File: src/rtl/text_pixel_gen.sv
// Text-mode pixel generator: tracks the text cell under the scan, fetches the character
// and its font row through external RAM/decoder/ROM, and serialises the row to RGB444.
module text_pixel_gen #(
  parameter int          ASCII_WIDTH  = 8,
  parameter int          ADDR_WIDTH   = 11,
  parameter int          CHARA_HEIGHT = 11,
  parameter int          COLS         = 80,
  parameter int          ROWS         = 43,
  parameter int          TADDR_WIDTH  = 12,
  parameter logic        SYNC_POL     = 1'b0,
  parameter logic [11:0] FG_COLOR     = 12'hFFF,
  parameter logic [11:0] BG_COLOR     = 12'h000
) (
  input  logic                   clk,
  input  logic                   rst,
  input  logic                   de_in,
  input  logic                   hsync_in,
  input  logic                   vsync_in,
  output logic [TADDR_WIDTH-1:0] text_addr,
  input  logic [ASCII_WIDTH-1:0] text_data,
  output logic [ASCII_WIDTH-1:0] chara_ascii,
  output logic [3:0]             chara_line,
  input  logic [ADDR_WIDTH-1:0]  chara_line_addr,
  output logic [ADDR_WIDTH-1:0]  font_addr,
  input  logic [7:0]             font_data,
  output logic [11:0]            rgb_out,
  output logic                   de_out,
  output logic                   hsync_out,
  output logic                   vsync_out
);

  localparam int                     COL_W     = $clog2(COLS + 1);
  localparam int                     ROW_W     = $clog2(ROWS + 1);
  localparam logic [COL_W-1:0]       COL_LIM   = COL_W'(COLS);
  localparam logic [ROW_W-1:0]       ROW_LIM   = ROW_W'(ROWS);
  localparam logic [TADDR_WIDTH-1:0] ROW_STEP  = TADDR_WIDTH'(COLS);
  localparam logic [3:0]             LAST_LINE = 4'(CHARA_HEIGHT - 1);
  localparam logic                   SYNC_IDLE = ~SYNC_POL;

  function automatic logic [COL_W-1:0] sat_inc_col(input logic [COL_W-1:0] v);
    return (v >= COL_LIM) ? v : v + COL_W'(1);
  endfunction

  function automatic logic [11:0] pixel_color(input logic vld, input logic txt, input logic px);
    if (!vld || !txt) return 12'h000;
    return px ? FG_COLOR : BG_COLOR;
  endfunction

  logic [2:0]             pix_cnt;
  logic [COL_W-1:0]       col_cnt;
  logic [3:0]             line_cnt;
  logic [ROW_W-1:0]       row_cnt;
  logic [TADDR_WIDTH-1:0] row_base;
  logic                   de_d;
  logic                   frame_ok;
  logic                   in_text;

  // Output stays blank after a reset until a vsync re-establishes the frame position.
  assign in_text = de_in && frame_ok && (col_cnt < COL_LIM) && (row_cnt < ROW_LIM);

  always_ff @(posedge clk) begin
    if (rst) begin
      pix_cnt  <= '0;
      col_cnt  <= '0;
      line_cnt <= '0;
      row_cnt  <= '0;
      row_base <= '0;
      de_d     <= 1'b0;
      frame_ok <= 1'b0;
    end else begin
      de_d <= de_in;
      if (de_in) begin
        pix_cnt <= pix_cnt + 3'd1;
        if (pix_cnt == 3'd7) col_cnt <= sat_inc_col(col_cnt);
      end else begin
        pix_cnt <= '0;
        col_cnt <= '0;
      end
      if (vsync_in == SYNC_POL) begin
        line_cnt <= '0;
        row_cnt  <= '0;
        row_base <= '0;
        frame_ok <= 1'b1;
      end else if (de_d && !de_in) begin
        if (line_cnt == LAST_LINE) begin
          line_cnt <= '0;
          if (row_cnt < ROW_LIM) begin
            row_cnt  <= row_cnt + ROW_W'(1);
            row_base <= row_base + ROW_STEP;
          end
        end else begin
          line_cnt <= line_cnt + 4'd1;
        end
      end
    end
  end

  logic [3:0] line_p1;
  logic [2:0] pix_p1, pix_p2, pix_p3;
  logic       txt_p1, txt_p2, txt_p3, txt_p4;
  logic       vld_p1, vld_p2, vld_p3, vld_p4;
  logic       hs_p1, hs_p2, hs_p3, hs_p4;
  logic       vs_p1, vs_p2, vs_p3, vs_p4;
  logic       bit_p4;

  always_ff @(posedge clk) begin
    if (rst) begin
      text_addr   <= '0;
      line_p1     <= '0;
      pix_p1      <= '0;
      txt_p1      <= 1'b0;
      vld_p1      <= 1'b0;
      hs_p1       <= SYNC_IDLE;
      vs_p1       <= SYNC_IDLE;
      chara_ascii <= '0;
      chara_line  <= '0;
      pix_p2      <= '0;
      txt_p2      <= 1'b0;
      vld_p2      <= 1'b0;
      hs_p2       <= SYNC_IDLE;
      vs_p2       <= SYNC_IDLE;
      font_addr   <= '0;
      pix_p3      <= '0;
      txt_p3      <= 1'b0;
      vld_p3      <= 1'b0;
      hs_p3       <= SYNC_IDLE;
      vs_p3       <= SYNC_IDLE;
      bit_p4      <= 1'b0;
      txt_p4      <= 1'b0;
      vld_p4      <= 1'b0;
      hs_p4       <= SYNC_IDLE;
      vs_p4       <= SYNC_IDLE;
      rgb_out     <= '0;
      de_out      <= 1'b0;
      hsync_out   <= SYNC_IDLE;
      vsync_out   <= SYNC_IDLE;
    end else begin
      // S1: text RAM address; held outside the text area so it never leaves the array
      if (in_text) text_addr <= row_base + TADDR_WIDTH'(col_cnt);
      line_p1 <= line_cnt;
      pix_p1  <= pix_cnt;
      txt_p1  <= in_text;
      vld_p1  <= de_in;
      hs_p1   <= hsync_in;
      vs_p1   <= vsync_in;
      // S2: character code and glyph line to the decoder
      chara_ascii <= text_data;
      chara_line  <= txt_p1 ? line_p1 : 4'd0;
      pix_p2      <= pix_p1;
      txt_p2      <= txt_p1;
      vld_p2      <= vld_p1;
      hs_p2       <= hs_p1;
      vs_p2       <= vs_p1;
      // S3: font ROM address
      font_addr <= chara_line_addr;
      pix_p3    <= pix_p2;
      txt_p3    <= txt_p2;
      vld_p3    <= vld_p2;
      hs_p3     <= hs_p2;
      vs_p3     <= vs_p2;
      // S4: pick this pixel's bit out of the font row
      bit_p4 <= font_data[3'd7 - pix_p3];
      txt_p4 <= txt_p3;
      vld_p4 <= vld_p3;
      hs_p4  <= hs_p3;
      vs_p4  <= vs_p3;
      // S5: colour and aligned timing
      rgb_out   <= pixel_color(vld_p4, txt_p4, bit_p4);
      de_out    <= vld_p4;
      hsync_out <= hs_p4;
      vsync_out <= vs_p4;
    end
  end

endmodule

File: config.mk
export PLATFORM = sky130hd
export DESIGN_NAME = text_pixel_gen
export DESIGN_NICKNAME = d
export VERILOG_FILES = /design/src/rtl/text_pixel_gen.sv
export SDC_FILE = /design/constraint.sdc
export NUM_CORES = 1
export LEC_CHECK = 0
export ABC_AREA = 1
export BUFFER_PORTS_ARGS = -buffer_cell sky130_fd_sc_hd__buf_2
export CORE_MARGIN = 1
export CORE_UTILIZATION = 30
export DETAILED_ROUTE_END_ITERATION = 10
export GPL_TIMING_DRIVEN = 0
export HOLD_SLACK_MARGIN = 0.05
export PLACE_DENSITY = 0.57
export SLEW_MARGIN = 25
export SYNTH_ARGS = -nofsm -noshare
export SYNTH_HDL_FRONTEND = slang
export SYNTH_SLANG_ARGS = --single-unit
File: constraint.sdc
create_clock -name clk -period 1.8 [get_ports clk]
set_input_delay 0.27 -clock clk [delete_from_list [all_inputs] [get_ports clk]]
set_output_delay 0.27 -clock clk [all_outputs]
set_load 0.01 [all_outputs]
==> key figures, run 1 <==
Power
  – Pwr dens: 905 mW/mm^2
  – Lkg Pwr: approximately 0.0023 uW
  – Max IR drop VDD: between 300 and 400 uV

Global routing
  – Vias in the first global route: between 2,000 and 3,000
  – Largest net degree at the start of global routing: 18
  – Initial antenna violation count: 0
  – Global route total overflow: 0
  – GRT Overall Usage: 0.121
  – Global-route wire length before repair: about 12,000 um

Setup path
  – Critical Path RT: between 2 and 2.5 ns
  – Crit path buffers/inverters: 0
  – Crit path cell chain: ha_1 > fa_1 > a21oi_2 > o21ai_0 > a21oi_1 > nor2_1
  – Max incr delay on CP: 0.45 ns
  – Worst Setup End Kind: flop
  – Kind of cell adding the most delay to the critical path: adder cells
  – RR Startpoint: col_cnt[4]
  – CP max FO: 6
  – Worst setup path start: col_cnt[4]
  – Setup CP Type: reg -> reg
  – CP startpoint kind: flop
  – FF-to-FF setup slack: roughly 0.083 ns
  – Critical Path AT: a little under 2 ns
  – Crit-path slowest cell: fa_1

Synthesis
  – Cells after Synth: a little under 500
  – Synthesized cell area: around 0.0038 mm^2
  – Synth Register Bits: a little under 100
  – Ys Warns: 0
  – Sequential cell area fraction in the yosys report: 0.513
  – Post-synthesis average cell area: around 8 um^2
  – Synth unique cells: 32
  – Post-Syn Nets: approximately 530

Detailed routing
  – Drt wl/cell: between 9 and 10 um
  – Via density per instance: roughly 4.2
  – ANT nets after route: 0
  – Final wirelength: 7530 um
  – Post-route DRC violation count: 0
  – First drt pass iteration count: 6
  – Vias after detailed routing: roughly 3,100
  – Initial DRC count: ~120

Worst hold path
  – Hold Path Class: in -> reg
  – Hold_sp: hsync_in

Floorplan
  – Chip Width: ~110 um
  – I/O pin cnt: 82
  – Initial Util: 0.313
  – Core region area: 0.0122 mm^2
  – DIE AREA: between 0.01 and 0.015 mm^2
  – Die Y-Extent: 115 um
  – Row count: 40

Place
  – Dpl hpwl: between 5000 and 6000 um
  – Routability cong.: 0.838
  – Port bufs: 80
  – Placed instance count: about 740

Timing
  – Final clock skew: 0.00676 ns
  – Max Fclk: 583 MHz
  – Slew @ Worst Pin: a little over 0.5 ns
  – Fin crit period: ~1.7 ns
  – Pins Over Slew Limit: 0
  – Relative slew margins: 0.661
  – Setup_tns: 0 ns
  – Fin crit share: 0.954
  – Hold Violations, Final: 0
  – Finish-stage setup viols: 0

Finish
  – Layout area overhead: 23.5%
  – Post-Layout Cell Count: approximately 750
  – FF/Latch Area: around 0.002 mm^2
  – Multi-input gate area: ~0.0014 mm^2
  – Most frequent standard cell in the layout excluding fill and tap cells: nor2_1
  – Layout cells sized above 1: 0.238
  – Most frequent cells in the layout: nor2_1 (100), dfxtp_1 (98), buf_2 (84)
  – ANT cells: 0
  – Final #Nets: approximately 620
  – Fillers: 1,298

CTS
  – Root buf cell: clkbuf_16
  – Sink Count: 98
  – CTS tree: built
  – Clock Latency Late Sink: roughly 0.34 ns
  – CTS buffer count: 9
  – Max clock buf depth: 2
  – H-tree depth: 3
  – Clk slew on worst S/H paths: around 0.070 ns

Run
  – Maxcap violations: 0

Status
  – Status: complete, no violations
sequential cells by signal (all words and copies together) (netlist names), 3 cells and up:
register	cells
text_addr	12
font_addr	11
chara_ascii	8
row_base	8
col_cnt	7
row_cnt	6
chara_line	4
line_cnt	4
line_p1	4
pix_cnt	3
pix_p1	3
pix_p2	3
pix_p3	3
worst paths after layout:
kind	depth (start not counted)	to
worst min register to register	2	pix_p3[2]
worst max-delay path	6	text_addr[10]
worst max register to register	6	text_addr[10]
worst min-delay path	2	hs_p1
through the flow:
| step | worst slack, ns | power, uW | hold WS [ns] | cell area [um^2] | util |
|---|---|---|---|---|---|
| after global placement | 0.0995 | 2530 | 0.389 | 4440 | 0.363 |
| after detailed placement | 0.0916 | 2530 | 0.393 | 4440 | 0.363 |
| after floorplan | 0.286 | 2430 | 0.374 | 3830 | - |
| final | 0.0834 | 4280 | 0.108 | 4730 | 0.387 |
| after CTS | 0.0709 | 4360 | 0.0930 | 4720 | 0.387 |
| after global routing | -0.00365 | 4470 | 0.112 | 4730 | 0.387 |
metal layers:
metal / up-vias / routed length [um] / track usage
met1: 1376 / 3600 / 0.144
met4: 0 / 108 / 0.0511
met2: 90 / 3340 / 0.202
li1: 1651 / - / -
met5: - / 0 / 0
met3: 10 / 476 / 0.0364
cells by family after synthesis:
family / Yosys count / share of synthesized area
xor gates and xnor gates: 6 / 0.0137
adders and majority gates: 10 / 0.0347
DFF: 98 / 0.513
AOI/OAI and AO/OA: 45 / 0.0631
and+or+nand+nor: 226 / 0.257
buffers and inverters: 104 / 0.119
cells in the mapped netlist:
| master | count | area [um^2] |
|---|---|---|
| buf_4 | 11 | 82.6 |
| buf_2 | 4 | 20.0 |
| o211ai_1 | 2 | 15.0 |
| clkbuf_1 | 3 | 11.3 |
| clkinv_4 | 1 | 8.76 |
| xor2_1 | 5 | 43.8 |
| nand3_1 | 20 | 100 |
| buf_1 | 2 | 7.51 |
| nand2_1 | 76 | 285 |
| nand4_1 | 4 | 25.0 |
| nand3b_1 | 1 | 7.51 |
| o21ai_1 | 5 | 25.0 |
| nand2_2 | 1 | 6.26 |
| o21ai_0 | 13 | 65.1 |
| nor3_1 | 4 | 20.0 |
| inv_1 | 79 | 297 |
| nor2_1 | 100 | 375 |
| and3_1 | 2 | 12.5 |
| xnor2_1 | 1 | 8.76 |
| fa_1 | 1 | 20.0 |
| buf_6 | 2 | 22.5 |
| nand3_2 | 1 | 10.0 |
| nor2_8 | 1 | 20.0 |
| ha_1 | 9 | 113 |
| inv_2 | 2 | 7.51 |
| dfxtp_1 | 98 | 1960 |
| nand2_4 | 3 | 33.8 |
| o21ai_2 | 3 | 26.3 |
| nor2_2 | 3 | 18.8 |
| or2_2 | 9 | 56.3 |
| a21oi_1 | 22 | 110 |
| nor2_4 | 1 | 11.3 |
report_power, final:
group | leakage (uW) | switching, uW | internal (uW)
Clock | 0.000136 | 814 | 986
Combinational | 0.00133 | 137 | 95.0
Sequential | 0.000800 | 19.4 | 2230
what timing repair did:
item | CTS | global route
endpoints found under the setup margin | 0 | 1
gates resized for setup | 0 | 1
hold buffers | 0 | 0
buffers inserted | 0 | 0
final cells by class:
cell class / count / share of cell area
Buffer: 22 / 0.0304
Clock inverter: 6 / 0.00979
Clock buffer: 10 / 0.0506
Tap cell: 168 / 0.0445
Inverter: 82 / 0.0662
Sequential cell: 98 / 0.415
Multi-Input combinational cell: 287 / 0.299
Timing Repair Buffer: 80 / 0.0847
No activity file was read; power rests on OpenSTA's default activity.
==> inputs of run 2 (changes only) <==
--- a/config.mk
+++ b/config.mk
@@ -9,10 +9,10 @@
 export BUFFER_PORTS_ARGS = -buffer_cell sky130_fd_sc_hd__buf_2
 export CORE_MARGIN = 1
 export CORE_UTILIZATION = 30
+export CTS_CLUSTER_SIZE = 30
 export DETAILED_ROUTE_END_ITERATION = 10
 export GPL_TIMING_DRIVEN = 0
 export HOLD_SLACK_MARGIN = 0.05
-export PLACE_DENSITY = 0.57
 export SLEW_MARGIN = 25
 export SYNTH_ARGS = -nofsm -noshare
 export SYNTH_HDL_FRONTEND = slang
==> run 2 against run 1 <==
Combinational power is essentially flat. Cell count is the same. Routed wire length shrank 0.19%. First-iteration DRC count grew 9.9%. Largest cell class unchanged. Core utilization grew 0.14 points. Critical path depth is the same. Flip-flop and latch count is the same. Non-clock buffer count is the same. Highest routed layer unchanged. Fmax grew 2.3%.
==> key figures, run 2 (synthesized netlist as in run 1, its figures left out) <==
Detailed routing
  – ANT nets after route: 0
  – First drt pass iteration count: 4
  – Via density per instance: between 4 and 5
  – Final wirelength: between 7000 and 8000 um
  – Post-route DRC violation count: 0
  – Vias after detailed routing: about 3,000
  – Initial DRC count: ~130
  – Drt wl/cell: 9.98 um

Timing
  – Hold Slack: 0.117 ns
  – Slew @ Worst Pin: approximately 0.57 ns
  – RSZ-0062 raised after global routing: no
  – Final clock skew: around 0.0073 ns
  – Relative slew margins: 0.618
  – Worst Setup Slack, final: roughly 0.12 ns
  – Max Fclk: 596 MHz
  – Setup_tns: 0 ns
  – Hold Violations, Final: 0
  – Fin crit share: 0.932
  – Pins Over Slew Limit: 0
  – Finish-stage setup viols: 0
  – Fin crit period: between 1.5 and 2 ns

Finish
  – Top flop regs: text_addr x12, font_addr x11
  – Most frequent cells in the layout: nor2_1 (100), dfxtp_1 (98), buf_2 (84)
  – Final #Nets: 622
  – Layout area overhead: 24.0%
  – Most frequent standard cell in the layout excluding fill and tap cells: nor2_1
  – Largest register FFs: 12
  – ANT cells: 0
  – Top reg by flops: text_addr
  – Post-Layout Cell Count: 753
  – Layout cells sized above 1: 0.238

CTS
  – CTS buffer count: 9
  – H-tree depth: 3
  – Clock Latency Late Sink: between 0.3 and 0.4 ns
  – CTS tree: built
  – Root buf cell: clkbuf_16
  – Setup Fix Bufs, Post-CTS: 0
  – Sink Count: between 90 and 100
  – Max clock buf depth: 2
  – Clk slew on worst S/H paths: around 0.070 ns

Setup path
  – Worst Setup End Kind: flop
  – Max incr delay on CP: about 0.44 ns
  – CP endpoint: text_addr[10]
  – Critical Path RT: between 2 and 2.5 ns
  – FF-to-FF setup slack: approximately 0.12 ns
  – RR Startpoint: col_cnt[4]
  – Crit-path slowest cell: fa_1
  – Worst setup path start: col_cnt[4]
  – CP startpoint kind: flop
  – Worst Reg-to-Reg Cells: 6
  – R2r endpoint: text_addr[10]
  – Crit path cell chain: ha_1 > fa_1 > a21oi_2 > o21ai_0 > a21oi_1 > nor2_1
  – CP max FO: 6
  – Setup CP Type: reg -> reg
  – Critical Path AT: approximately 1.9 ns

Floorplan
  – I/O pin cnt: approximately 80
  – Core region area: about 0.012 mm^2
  – DIE AREA: 0.0132 mm^2
  – Row count: 40
  – Die Y-Extent: around 110 um
  – Initial Util: 0.313
  – Chip Width: 115 um

Global routing
  – Global-route wire length before repair: between 10,000 and 15,000 um
  – Global route total overflow: 0
  – Initial antenna violation count: 0
  – Vias in the first global route: between 2,000 and 3,000
  – Largest net degree at the start of global routing: 18
  – GRT Overall Usage: 0.120

Place
  – Dpl hpwl: 5520 um
  – Pre-CTS setup slack: between 0.09 and 0.1 ns
  – Placed instance count: between 700 and 800
  – Port bufs: 80
  – Routability cong.: just over 0.8

Run
  – Maxcap violations: 0

Power
  – Pwr dens: just over 900 mW/mm^2
  – Max IR drop VDD: approximately 370 uV
  – Lkg Pwr: 0.00227 uW

Status
  – Status: complete, no violations

Worst hold path
  – Hold Path Class: in -> reg
## run 2: changes by cell type in the layout (fill, tap and decap cells not counted)
| cell | previous run | this run |
|---|---|---|
| bufinv_16 | 0 | 1 |
| clkbuf_8 | 1 | 0 |
| inv_6 | 3 | 1 |
| clkinvlp_4 | 2 | 3 |
| inv_8 | 0 | 1 |
## run 2: worst max-delay path, delay by kind of cell, from the launching register on
family / cells / cell delay, ns
compound gates: 3 / 0.45
simple gates: 1 / 0.06
fa+ha+maj: 2 / 0.70
flops: 1 / 0.37
## run 2: how the worst min path moves through the flow
stage / cells past startpoint / endpoint / slack (ns) / from
2_1_floorplan: 1 / hs_p1 / 0.37 / hsync_in
3_3_place_gp: 2 / pix_p2[2] / 0.39 / pix_p1[2]
3_5_place_dp: 2 / pix_p2[2] / 0.39 / pix_p1[2]
4_1_cts: 2 / hs_p1 / 0.11 / hsync_in
5_1_grt: 2 / hs_p1 / 0.12 / hsync_in
6_report: 2 / hs_p1 / 0.12 / hsync_in
## run 2: where the power goes
group | switching [uW] | leakage (uW) | internal [uW]
logic | 138 | 0.00133 | 95.0
registers | 18.9 | 0.000800 | 2230
clock network | 837 | 0.000140 | 1090
total | 994 | 0.00227 | 3410
## run 2: per-layer routing
layer  track usage  wire, um  part of all wire
met5             0         0                 0
met4        0.0727       199             0.026
met3        0.0274       475             0.063
met2         0.198      3280              0.44
met1         0.144      3560              0.47
## run 2: stage by stage
step	instance area (um^2)	utilization	total power [uW]
after floorplan	3830	-	2430
after global placement	4440	0.363	2520
after detailed placement	4440	0.363	2530
after CTS	4740	0.388	4480
after global routing	4740	0.389	4610
final	4740	0.389	4400
## run 2: layout make-up
class	count	area, um^2
Tap cell	168	210
Multi-Input combinational cell	287	1410
Timing Repair Buffer	80	400
Inverter	82	313
Clock inverter	7	77.6
Fill cell	1294	7470
Clock buffer	9	225
Buffer	22	144
Sequential cell	98	1960
## run 2: timing repair
| action | 4_1_cts | 5_1_grt |
|---|---|---|
| hold buffers | 0 | 0 |
| resized for setup | 0 | 1 |
| setup endpoints to repair | 0 | 1 |
